<file path="config.mk">
export PLATFORM = sky130hd
export DESIGN_NAME = serial_xor_n
export DESIGN_NICKNAME = d
export VERILOG_FILES = /design/src/rtl/serial_pkg.sv /design/src/rtl/serial_bit_engine.sv /design/src/rtl/serial_xor_n.sv
export SDC_FILE = /design/constraint.sdc
export NUM_CORES = 1
export LEC_CHECK = 0
export ABC_AREA = 1
export BUFFER_PORTS_ARGS = -buffer_cell sky130_fd_sc_hd__buf_4
export CORE_MARGIN = 2
export CORE_UTILIZATION = 37
export CTS_BUF_LIST = sky130_fd_sc_hd__clkbuf_8
export DETAILED_ROUTE_END_ITERATION = 8
export GPL_TIMING_DRIVEN = 0
export PLACE_DENSITY = 0.57
export SETUP_SLACK_MARGIN = 0.4
export SLEW_MARGIN = 15
export SYNTH_ARGS = -nofsm -noshare
export SYNTH_HDL_FRONTEND = slang
export SYNTH_SLANG_ARGS = --single-unit
</file>
<file path="constraint.sdc">
create_clock -name clk -period 3.55 [get_ports clk]
set_clock_uncertainty 0.05 [all_clocks]
set_input_delay 0.355 -clock clk [delete_from_list [all_inputs] [get_ports clk]]
set_output_delay 0.355 -clock clk [all_outputs]
set_load 0.02 [all_outputs]
</file>
<file path="src/rtl/serial_pkg.sv">
// Shared types for the serial bitwise XOR/XNOR unit: FSM states, operating mode
// and the bit-index width helper.
package serial_pkg;

    typedef enum logic [2:0] {
        IDLE = 3'd0,
        S0   = 3'd1,
        S1   = 3'd2,
        S2   = 3'd3,
        S3   = 3'd4,
        DONE = 3'd5
    } state_t;

    typedef enum logic {
        MODE_XOR  = 1'b0,
        MODE_XNOR = 1'b1
    } mode_t;

    // A one-bit operand still needs a one-bit index register.
    function automatic int idx_width(input int w);
        return (w > 1) ? $clog2(w) : 1;
    endfunction

endpackage

</file>
<file path="src/rtl/serial_bit_engine.sv">
// Single-bit evaluator: builds a[i] XOR b[i] from NOT/AND/OR over a 2-bit scratch
// store across the S0..S3 micro-steps, then applies the XNOR inversion.
module serial_bit_engine
    import serial_pkg::*;
(
    input  logic   clk,
    input  logic   rstn,
    input  state_t i_step,
    input  logic   i_a_bit,
    input  logic   i_b_bit,
    input  mode_t  i_mode,
    output logic   o_r_bit
);

    logic r_m0;
    logic r_m1;

    always_ff @(posedge clk or negedge rstn) begin
        if (!rstn) begin
            r_m0 <= 1'b0;
            r_m1 <= 1'b0;
        end else begin
            case (i_step)
                S0:      r_m0 <= ~i_b_bit;
                S1:      r_m0 <= r_m0 & i_a_bit;
                S2:      r_m1 <= ~i_a_bit;
                default: ;
            endcase
        end
    end

    // m0 = a & ~b, m1 = ~a; (m1 & b) completes the other half of the XOR.
    assign o_r_bit = (r_m0 | (r_m1 & i_b_bit)) ^ logic'(i_mode);

endmodule

</file>
<file path="src/rtl/serial_xor_n.sv">
// Serial WIDTH-bit XOR/XNOR: latches operands on start, evaluates one bit per
// four-cycle micro-sequence LSB first, and presents the word with a done pulse.
//
//   state | meaning
//   IDLE  | waiting for start
//   S0    | m0 <= ~b[i]
//   S1    | m0 <= m0 & a[i]
//   S2    | m1 <= ~a[i]
//   S3    | r[i] <= result bit; advance index or finish
//   DONE  | one-cycle done pulse, y updated; start accepted here too
module serial_xor_n
    import serial_pkg::*;
#(
    parameter int WIDTH = 8
) (
    input  logic             clk,
    input  logic             rstn,
    input  logic             start,
    input  logic             mode,
    input  logic [WIDTH-1:0] a,
    input  logic [WIDTH-1:0] b,
    output logic             busy,
    output logic             done,
    output logic [WIDTH-1:0] y
);

    localparam int            IW       = idx_width(WIDTH);
    localparam logic [IW-1:0] LAST_IDX = IW'(WIDTH - 1);

    state_t           r_state;
    state_t           w_next;
    logic [IW-1:0]    r_idx;
    logic [WIDTH-1:0] r_a;
    logic [WIDTH-1:0] r_b;
    mode_t            r_mode;
    logic [WIDTH-1:0] r_r;
    logic [WIDTH-1:0] r_y;
    logic [WIDTH-1:0] w_r_merged;
    logic             w_accept;
    logic             w_last;
    logic             w_rbit;

    always_comb begin
        w_accept = start && ((r_state == IDLE) || (r_state == DONE));
        w_last   = (r_idx == LAST_IDX);
    end

    always_comb begin
        w_next = IDLE;
        case (r_state)
            IDLE, DONE: w_next = w_accept ? S0 : IDLE;
            S0:         w_next = S1;
            S1:         w_next = S2;
            S2:         w_next = S3;
            S3:         w_next = w_last ? DONE : S0;
            default:    w_next = IDLE;
        endcase
    end

    always_ff @(posedge clk or negedge rstn) begin
        if (!rstn) begin
            r_state <= IDLE;
        end else begin
            r_state <= w_next;
        end
    end

    // The final bit is merged here so y can load in the same S3 edge.
    always_comb begin
        w_r_merged        = r_r;
        w_r_merged[r_idx] = w_rbit;
    end

    always_ff @(posedge clk or negedge rstn) begin
        if (!rstn) begin
            r_idx  <= '0;
            r_a    <= '0;
            r_b    <= '0;
            r_mode <= MODE_XOR;
            r_r    <= '0;
            r_y    <= '0;
        end else begin
            if (w_accept) begin
                r_a    <= a;
                r_b    <= b;
                r_mode <= mode_t'(mode);
                r_idx  <= '0;
            end
            if (r_state == S3) begin
                r_r <= w_r_merged;
                if (w_last) begin
                    r_y <= w_r_merged;
                end else begin
                    r_idx <= r_idx + IW'(1);
                end
            end
        end
    end

    serial_bit_engine u_engine (
        .clk     (clk),
        .rstn    (rstn),
        .i_step  (r_state),
        .i_a_bit (r_a[r_idx]),
        .i_b_bit (r_b[r_idx]),
        .i_mode  (r_mode),
        .o_r_bit (w_rbit)
    );

    assign busy = (r_state == S0) || (r_state == S1) ||
                  (r_state == S2) || (r_state == S3);
    assign done = (r_state == DONE);
    assign y    = r_y;

endmodule

</file>
==> results.md, run 1 <==
* Status: finished, final reports clean
* Sw Pwr at between 0.0007 and 0.0008 W
* Syn Area/Cell at approximately 8.4 sq um
* Hold WC Path Type: in -> reg
* Final min period at 1.999 ns
* Share of cells above drive strength 1 at between 20% and 30%
* Critical path type: reg -> out
* H-tree Lvls at 2
* Clock power share at approximately 16%
* Worst path arrival time at ~1.6 ns
* Post-synthesis instance area at about 2100 sq um
* Unrepaired setup endpoints after global routing: false
* WP data required at around 3.1 ns
* Netlist cell types at 22
* Async S/R FF share, synth at 100.0%
* Fin nets at about 310
* CTS Root Cell: clkbuf_8
* CP max stage cell: clkbuf_1
* Hold Path Stages at 2
* Synthesized Nets at ~270
* CTS Buf Count at 5
* Largest net degree at the start of global routing at 42
* Die Wd at a little under 80 um
* Area contributors post-synth: dfrtp_1 (49%), nand2_1 (12%), nand3_1 (6.0%), inv_1 (4.8%), nand3_2 (4.8%)
* TritonCTS clock tree: done
* Worst-Skew Late Latency at around 0.3 ns
* Flop pwr share at between 30 and 40%
* Io pins at 30
* Pleak at between 1 and 1.5 nW
* Worst path max stage delay at between 0.4 and 0.5 ns
* DRT Pass-1 Iters at 4
* Met1 WL at about 2100 um
* CP most frequent cell: nand2_1
* Mapped Cells at 249
* Element type at the critical path start: register
* Combinational power share at between 40% and 50%
* Residual DRC at 0
* Initial Utilization at 38.29%
* Cell Rows at 27
* Yosys warnings at 0
* Clock slew at reported path FFs at roughly 0.08 ns
* Worst-case clock buffer depth at 2
* Max Cap Viol at 0
* Max VDD drop at roughly 0.00031 V
* Most common flop cell mapped by yosys: dfrtp_1
* 1st-iter DRT viols at 80
* Worst setup EP type: output port
* Finished Core Util at a little under half
* IO Port Bufs at 29
* Final worst path period share at between 50 and 60%
* Antenna violations before repair at 0
* Max_slew headroom at ~64%
* Slew @ Worst Pin at between 0.5 and 0.6 ns
* Achievable Freq at ~500 MHz
* Post-synthesis sequential area ratio at roughly 50%
* Routed len/inst at 12.01 um
* WL met2 at about 2000 um
* Full die area at 6282 sq um
* Vias per inst at about 4.7
* Post-CTS Setup Bufs at 0
* Vias in the first global route at 1652
* Internal power at between 0.001 and 0.0015 W
* P per Cell Area at 719.4 nW/um^2
* CP Cell Sequence: nor2_1, nand2_1, clkbuf_1, nand2_1, buf_4
* #FFs+latches synth at 41
* R2R cell count at 7
* Post-synth top area cell: dfrtp_1
* Post-synth EDFFs at 0
* Max-slew violation count at 0
* GRT Util Overall at between 15 and 20%
* GR Overflow Total at 0
* Length of routed met3 wiring at roughly 170 um
* Vias at 1690
* Critical Path Fanout Max at 10
* Gpl congestion at 0.7555
* Area delta synth->final at 19.10%
* First-pass GRT wire length at roughly 7800 um
* Core ar. at 5473 sq um
* Antenna Cells at 0
* DRT Wirelength at 4313 um
* Synth top area share at about 49%
* Setup violators final at 0
* CTS sink cnt at 41
* Highest Signal Layer: met4
* Setup TNS at 0 ns
* Switching share of power at between 40 and 50%
* Post-DP HPWL at 3123 um
* Final hold viol count at 0
* Post-detailed-route count of antenna-violating nets at 0
* Die H at a little under 80 um
## cells in the mapped netlist (3+ instances only)
master	n
nand2_1	69
dfrtp_1	41
inv_1	27
nand3_1	25
nor2_1	19
a21oi_1	13
nand3_2	10
or2_2	9
o21ai_0	7
mux2_2	6
buf_2	5
nand2_4	3
nor2_2	3
## worst paths after layout
check	from	end	slack, ns
worst max-delay path	r_state[0]	busy	1.55
worst min-delay path	a[1]	r_a[1]	0.23
worst max register to register	r_idx[1]	y[4]	1.62
worst min register to register	r_r[7]	r_r[7]	0.42
max in group asynchronous	rstn	r_b[4]	2.54
min in group asynchronous	rstn	r_a[0]	0.52
## per-stage QoR
step | setup slack, ns | area (sq um) | total power, W | std cells | hold WS (ns)
2_1_floorplan | 2.030 | 2096 | 0.001328 | 249 | 0.009409
3_3_place_gp | 1.645 | 2404 | 0.001505 | 350 | 0.3253
3_5_place_dp | 1.626 | 2404 | 0.001522 | 350 | 0.3245
4_1_cts | 1.517 | 2496 | 0.001823 | 359 | 0.2263
5_1_grt | 1.393 | 2496 | 0.001966 | 359 | 0.2320
6_report | 1.551 | 2496 | 0.001796 | 359 | 0.2338
## state kept, by name (all words and copies together), names as in the netlist
signal / cells
u_engine.r_m1: 1
y: 8
r_mode: 1
u_engine.r_m0: 1
r_a: 8
r_r: 8
r_idx: 3
r_state: 3
r_b: 8
## timing repair
action,in CTS,in global routing
hold buffers,1,0
hold endpoints to repair,11,0
resized for setup,0,0
## cell families (layout without fill, tap and decap cells)
kind of cell / after synthesis / count (layout) / share of synthesized area, %
and+or+nand+nor: 143 / 143 / 33.61
AOI/OAI and AO/OA: 21 / 21 / 5.552
DFF: 41 / 41 / 48.96
muxes: 6 / 6 / 3.224
adders and majority gates: 2 / 2 / 1.194
buffers and inverters: 36 / 74 / 7.462
## layer usage
| metal | track usage (%) | up-vias |
|---|---|---|
| met5 | 0 | - |
| met4 | 5.690 | 0 |
| met3 | 3.068 | 7 |
| met2 | 24.83 | 33 |
| met1 | 22.28 | 790 |
| li1 | - | 860 |
## worst max-delay path: cells and delay by family (launching register included)
family	cells	cell delay, ns
buffers and inverters	2	0.62
and+or+nand+nor	3	0.28
DFF	1	0.39
## cells in the final DEF, fill, tap and decap left out, types with 2 or more instances in the layout
| cell | count |
|---|---|
| nand2_1 | 69 |
| dfrtp_1 | 41 |
| buf_4 | 29 |
| inv_1 | 28 |
| nand3_1 | 25 |
| nor2_1 | 19 |
| a21oi_1 | 13 |
| nand3_2 | 10 |
| or2_2 | 9 |
| o21ai_0 | 7 |
| mux2_2 | 6 |
| buf_2 | 5 |
| clkbuf_8 | 5 |
| nor2_2 | 3 |
| nand2_4 | 3 |
| nor3_1 | 2 |
| nand2_2 | 2 |
| ha_1 | 2 |
| clkinv_2 | 2 |
## final cells by class
cell class / instances / area [sq um]
buffer: 7 / 40.04
tap: 72 / 90.09
sequential: 41 / 1026
clock buffer: 5 / 68.82
clock inverter: 3 / 13.76
multi-input combinational: 172 / 913.4
fill: 558 / 2977
timing repair buffer: 30 / 227.7
inverter: 29 / 116.4
## power groups by stage
stage,sequential (W),combinational [W],clock (W)
final,0.000713,0.000791,0.000291
after global routing,0.000733,0.000911,0.000323
after floorplan,0.000702,0.000626,0
after CTS,0.000714,0.000804,0.000305
after detailed placement,0.000723,0.000799,0
after global placement,0.000719,0.000786,0
Note: power is estimated with default switching activity, not from simulation.
==> run 2, diff against run 1 <==
Settings changed: ABC_AREA 1 to 0, PLACE_DENSITY 0.57 to 0.56.
Clock period 3.55 ns to 1.94 ns, I/O delays scaled along.
==> results.md, run 2 <==
* Status: finished, final reports clean
* Most common cell in the netlist: dfrtp_1
* Syn Area/Cell at 11.60 sq um (+38%)
* Post-DP HPWL at 3153 um (+0.95%)
* Vias per inst at 5.101 (+8.4%)
* Post-synthesis instance area at 2192 sq um (+4.6%)
* Area delta synth->final at 42.47%
* Netlist cell types at 41 (+86%)
* P per Cell Area at 1598 nW/um^2 (+120%)
* Most common flop cell mapped by yosys: dfrtp_1
* GRT Util Overall at 16.82% (+0.83 points)
* DRT Wirelength at 5091 um (+18%)
* Length of routed met3 wiring at 192 um (+13%)
* Vias in the first global route at 1668 (+0.97%)
* Final worst path period share at between 90% and 100%
* First-pass GRT wire length at 8376 um (+7.1%)
* H-tree Lvls at 2 (unchanged)
* CTS Buf Count at 5 (unchanged)
* Die H at 80.97 um (+2.2%)
* Post-synth top cells: dfrtp_1 (41), nand2_1 (23), a21oi_1 (15)
* Post-detailed-route count of antenna-violating nets at 0 (unchanged)
* Worst path arrival time at 1.89 ns (+0.30 ns)
* Hold WC Path Type: in -> reg
* Met1 WL at 2331 um (+14%)
* Antenna violations before repair at 0 (unchanged)
* Final hold viol count at 0 (unchanged)
* Achievable Freq at approximately 560 MHz
* 1st-iter DRT viols at 127 (+59%)
* Setup TNS at 0 ns (unchanged)
* Unrepaired setup endpoints after global routing: true
* Fill cells at 518 (-7.2%)
* Setup violators final at 0 (unchanged)
* Worst path max stage delay at 0.43 ns (-0.02 ns)
* Initial Utilization at 37.69% (-0.60 points)
* Worst-case clock buffer depth at 2 (unchanged)
* Share of cells above drive strength 1 at 53.08% (+26 points)
* Routed len/inst at 15.20 um (+26%)
* CTS sink cnt at 41 (unchanged)
* IO Port Bufs at 29 (unchanged)
* Core ar. at 5816 sq um (+6.3%)
* GR Overflow Total at 0 (unchanged)
* Fin nets at 281 (-8.8%)
* Synth top area share at 46.80% (-2.2 points)
* Die Wd at 80.97 um (+2.2%)
* CP bufs+invs at 0 (-2)
* Most common cell after layout, fill and taps aside: buf_4
* Max_slew headroom at 64.83% (+1.2 points)
* Io pins at 30 (unchanged)
* Final min period at approximately 1.8 ns
* Full die area at 6556 sq um (+4.4%)
* CP Cell Sequence: mux2i_1, a22oi_4, a31oi_4, xor2_4, o21ai_1
* Post-synth top area cell: dfrtp_1
* Clock slew at reported path FFs at 0.08 ns (about the same)
* Antenna Cells at 0 (unchanged)
* DRT Pass-1 Iters at 5 (+1)
* Vias at 1709 (+1.1%)
* Element type at the critical path start: register
* Yosys warnings at 0 (unchanged)
* CTS Root Cell: clkbuf_8
* Post-DP Area at 2527 sq um (+5.2%)
* Max VDD drop at 0.0009170 V (+200%)
* Post-synthesis sequential area ratio at 46.80% (-2.2 points)
* #FFs+latches synth at 41 (unchanged)
* Highest Signal Layer: met4
* Max Cap Viol at 0 (unchanged)
* Critical path type: reg -> reg
* Synthesized Nets at 211 (-22%)
* Area contributors post-synth: dfrtp_1 (47%), mux2_4 (7.5%), mux2_2 (4.6%), nand2_1 (3.9%), a21oi_1 (3.4%)
* Slew @ Worst Pin at 0.5276 ns (-0.01742 ns)
* Largest net degree at the start of global routing at 42 (unchanged)
* Finished Core Util at 53.70% (+8.1 points)
* TritonCTS clock tree: done
* WL met2 at 2457 um (+22%)
* Max-slew violation count at 0 (unchanged)
* Final design instance area without fill at 3123 sq um (+25%)
* Worst setup EP type: register
* Crit-path leading delay family: compound AO/OA/AOI/OAI gates
* Residual DRC at 0 (unchanged)
* Pleak at 1.391 nW (+2.5%)
* Worst-Skew Late Latency at 0.29 ns (about the same)
* Async S/R FF share, synth at 100.0% (unchanged)
* WP data required at 2.06 ns (-1.08 ns)
* Post-synth EDFFs at 0 (unchanged)
* Gpl congestion at 0.7935 (+5.0%)
* Commonest cells after routing, fill and taps aside: buf_4 (53), dfrtp_1 (40), nand2_1 (23)
* Cell Rows at 28 (+3.7%)
* Mapped Cells at 189 (-24%)
* Critical Path Fanout Max at 8 (-2)
* CP max stage cell: dfrtp_2
run 2: kinds of logic after synthesis:
family                     Yosys count  synth area share [%]
AOI/OAI and AO/OA                   48                 15.07
DFF                                 41                 46.80
xor gates and xnor gates             3                 2.055
and+or+nand+nor                     51                 12.78
muxes                               29                 17.41
adders and majority gates            2                 1.141
buffers and inverters               15                 4.737
run 2: power breakdown:
part | internal [W] | switching, W
logic | 0.00167 | 0.00133
registers | 0.00119 | 0.000241
clock network | 0.000245 | 0.000305
total | 0.00311 | 0.00188
run 2: worst paths after layout:
kind | from | endpoint | slack [ns] | depth (start not counted)
max in group asynchronous | rstn | r_idx[0] | 1.08 | 2
min | b[0] | r_b[0] | 0.07 | 2
max reg2reg | r_idx[0] | r_r[0] | 0.17 | 5
min reg2reg | r_r[0] | r_r[0] | 0.44 | 2
min in group asynchronous | rstn | r_mode | 0.37 | 2
max | r_idx[0] | r_r[0] | 0.17 | 5
run 2: routing by layer:
layer	track usage, %	vias up
met5	0	-
li1	-	829
met2	27.36	43
met3	3.444	12
met4	4.576	0
met1	22.90	825
run 2: metrics by stage:
stage / hold slack [ns] / instances / power, W / worst slack, ns
final: 0.07291 / 335 / 0.004992 / 0.1672
after global routing: 0.06593 / 335 / 0.005322 / 0.07836
after CTS: 0.07111 / 327 / 0.004689 / 0.1667
after detailed placement: 0.1668 / 293 / 0.003510 / -0.05514
after global placement: 0.1699 / 293 / 0.003483 / -0.06422
after floorplan: -0.1516 / 189 / 0.003048 / 0.1795
run 2: worst register-to-register path, stage by stage, from the launching register on:
cell     delay, ns
dfrtp_2       0.43
mux2i_1       0.37
a22oi_4       0.16
a31oi_4       0.25
xor2_4        0.28
o21ai_1       0.11
run 2: cell type report:
type	count	area [sq um]	share of cell area, %
inverters	2	7.507	0.2404
multi-input cells	133	1236	39.58
flip-flops and latches	41	1027	32.89
repair buffers	63	538.0	17.23
well taps	75	93.84	3.005
clock buffers	5	68.82	2.204
plain buffers	13	137.6	4.407
clock inverters	3	13.76	0.4407
run 2: repair_timing:
item | 4_1_cts | 5_1_grt
buffers inserted | 24 | 8
gates resized for setup | 35 | 22
endpoints found under the setup margin | 38 | 41
hold endpoints to repair | 41 | 0
gates cloned | 1 | 0
pin swaps | 12 | 16
hold buffers | 1 | 0
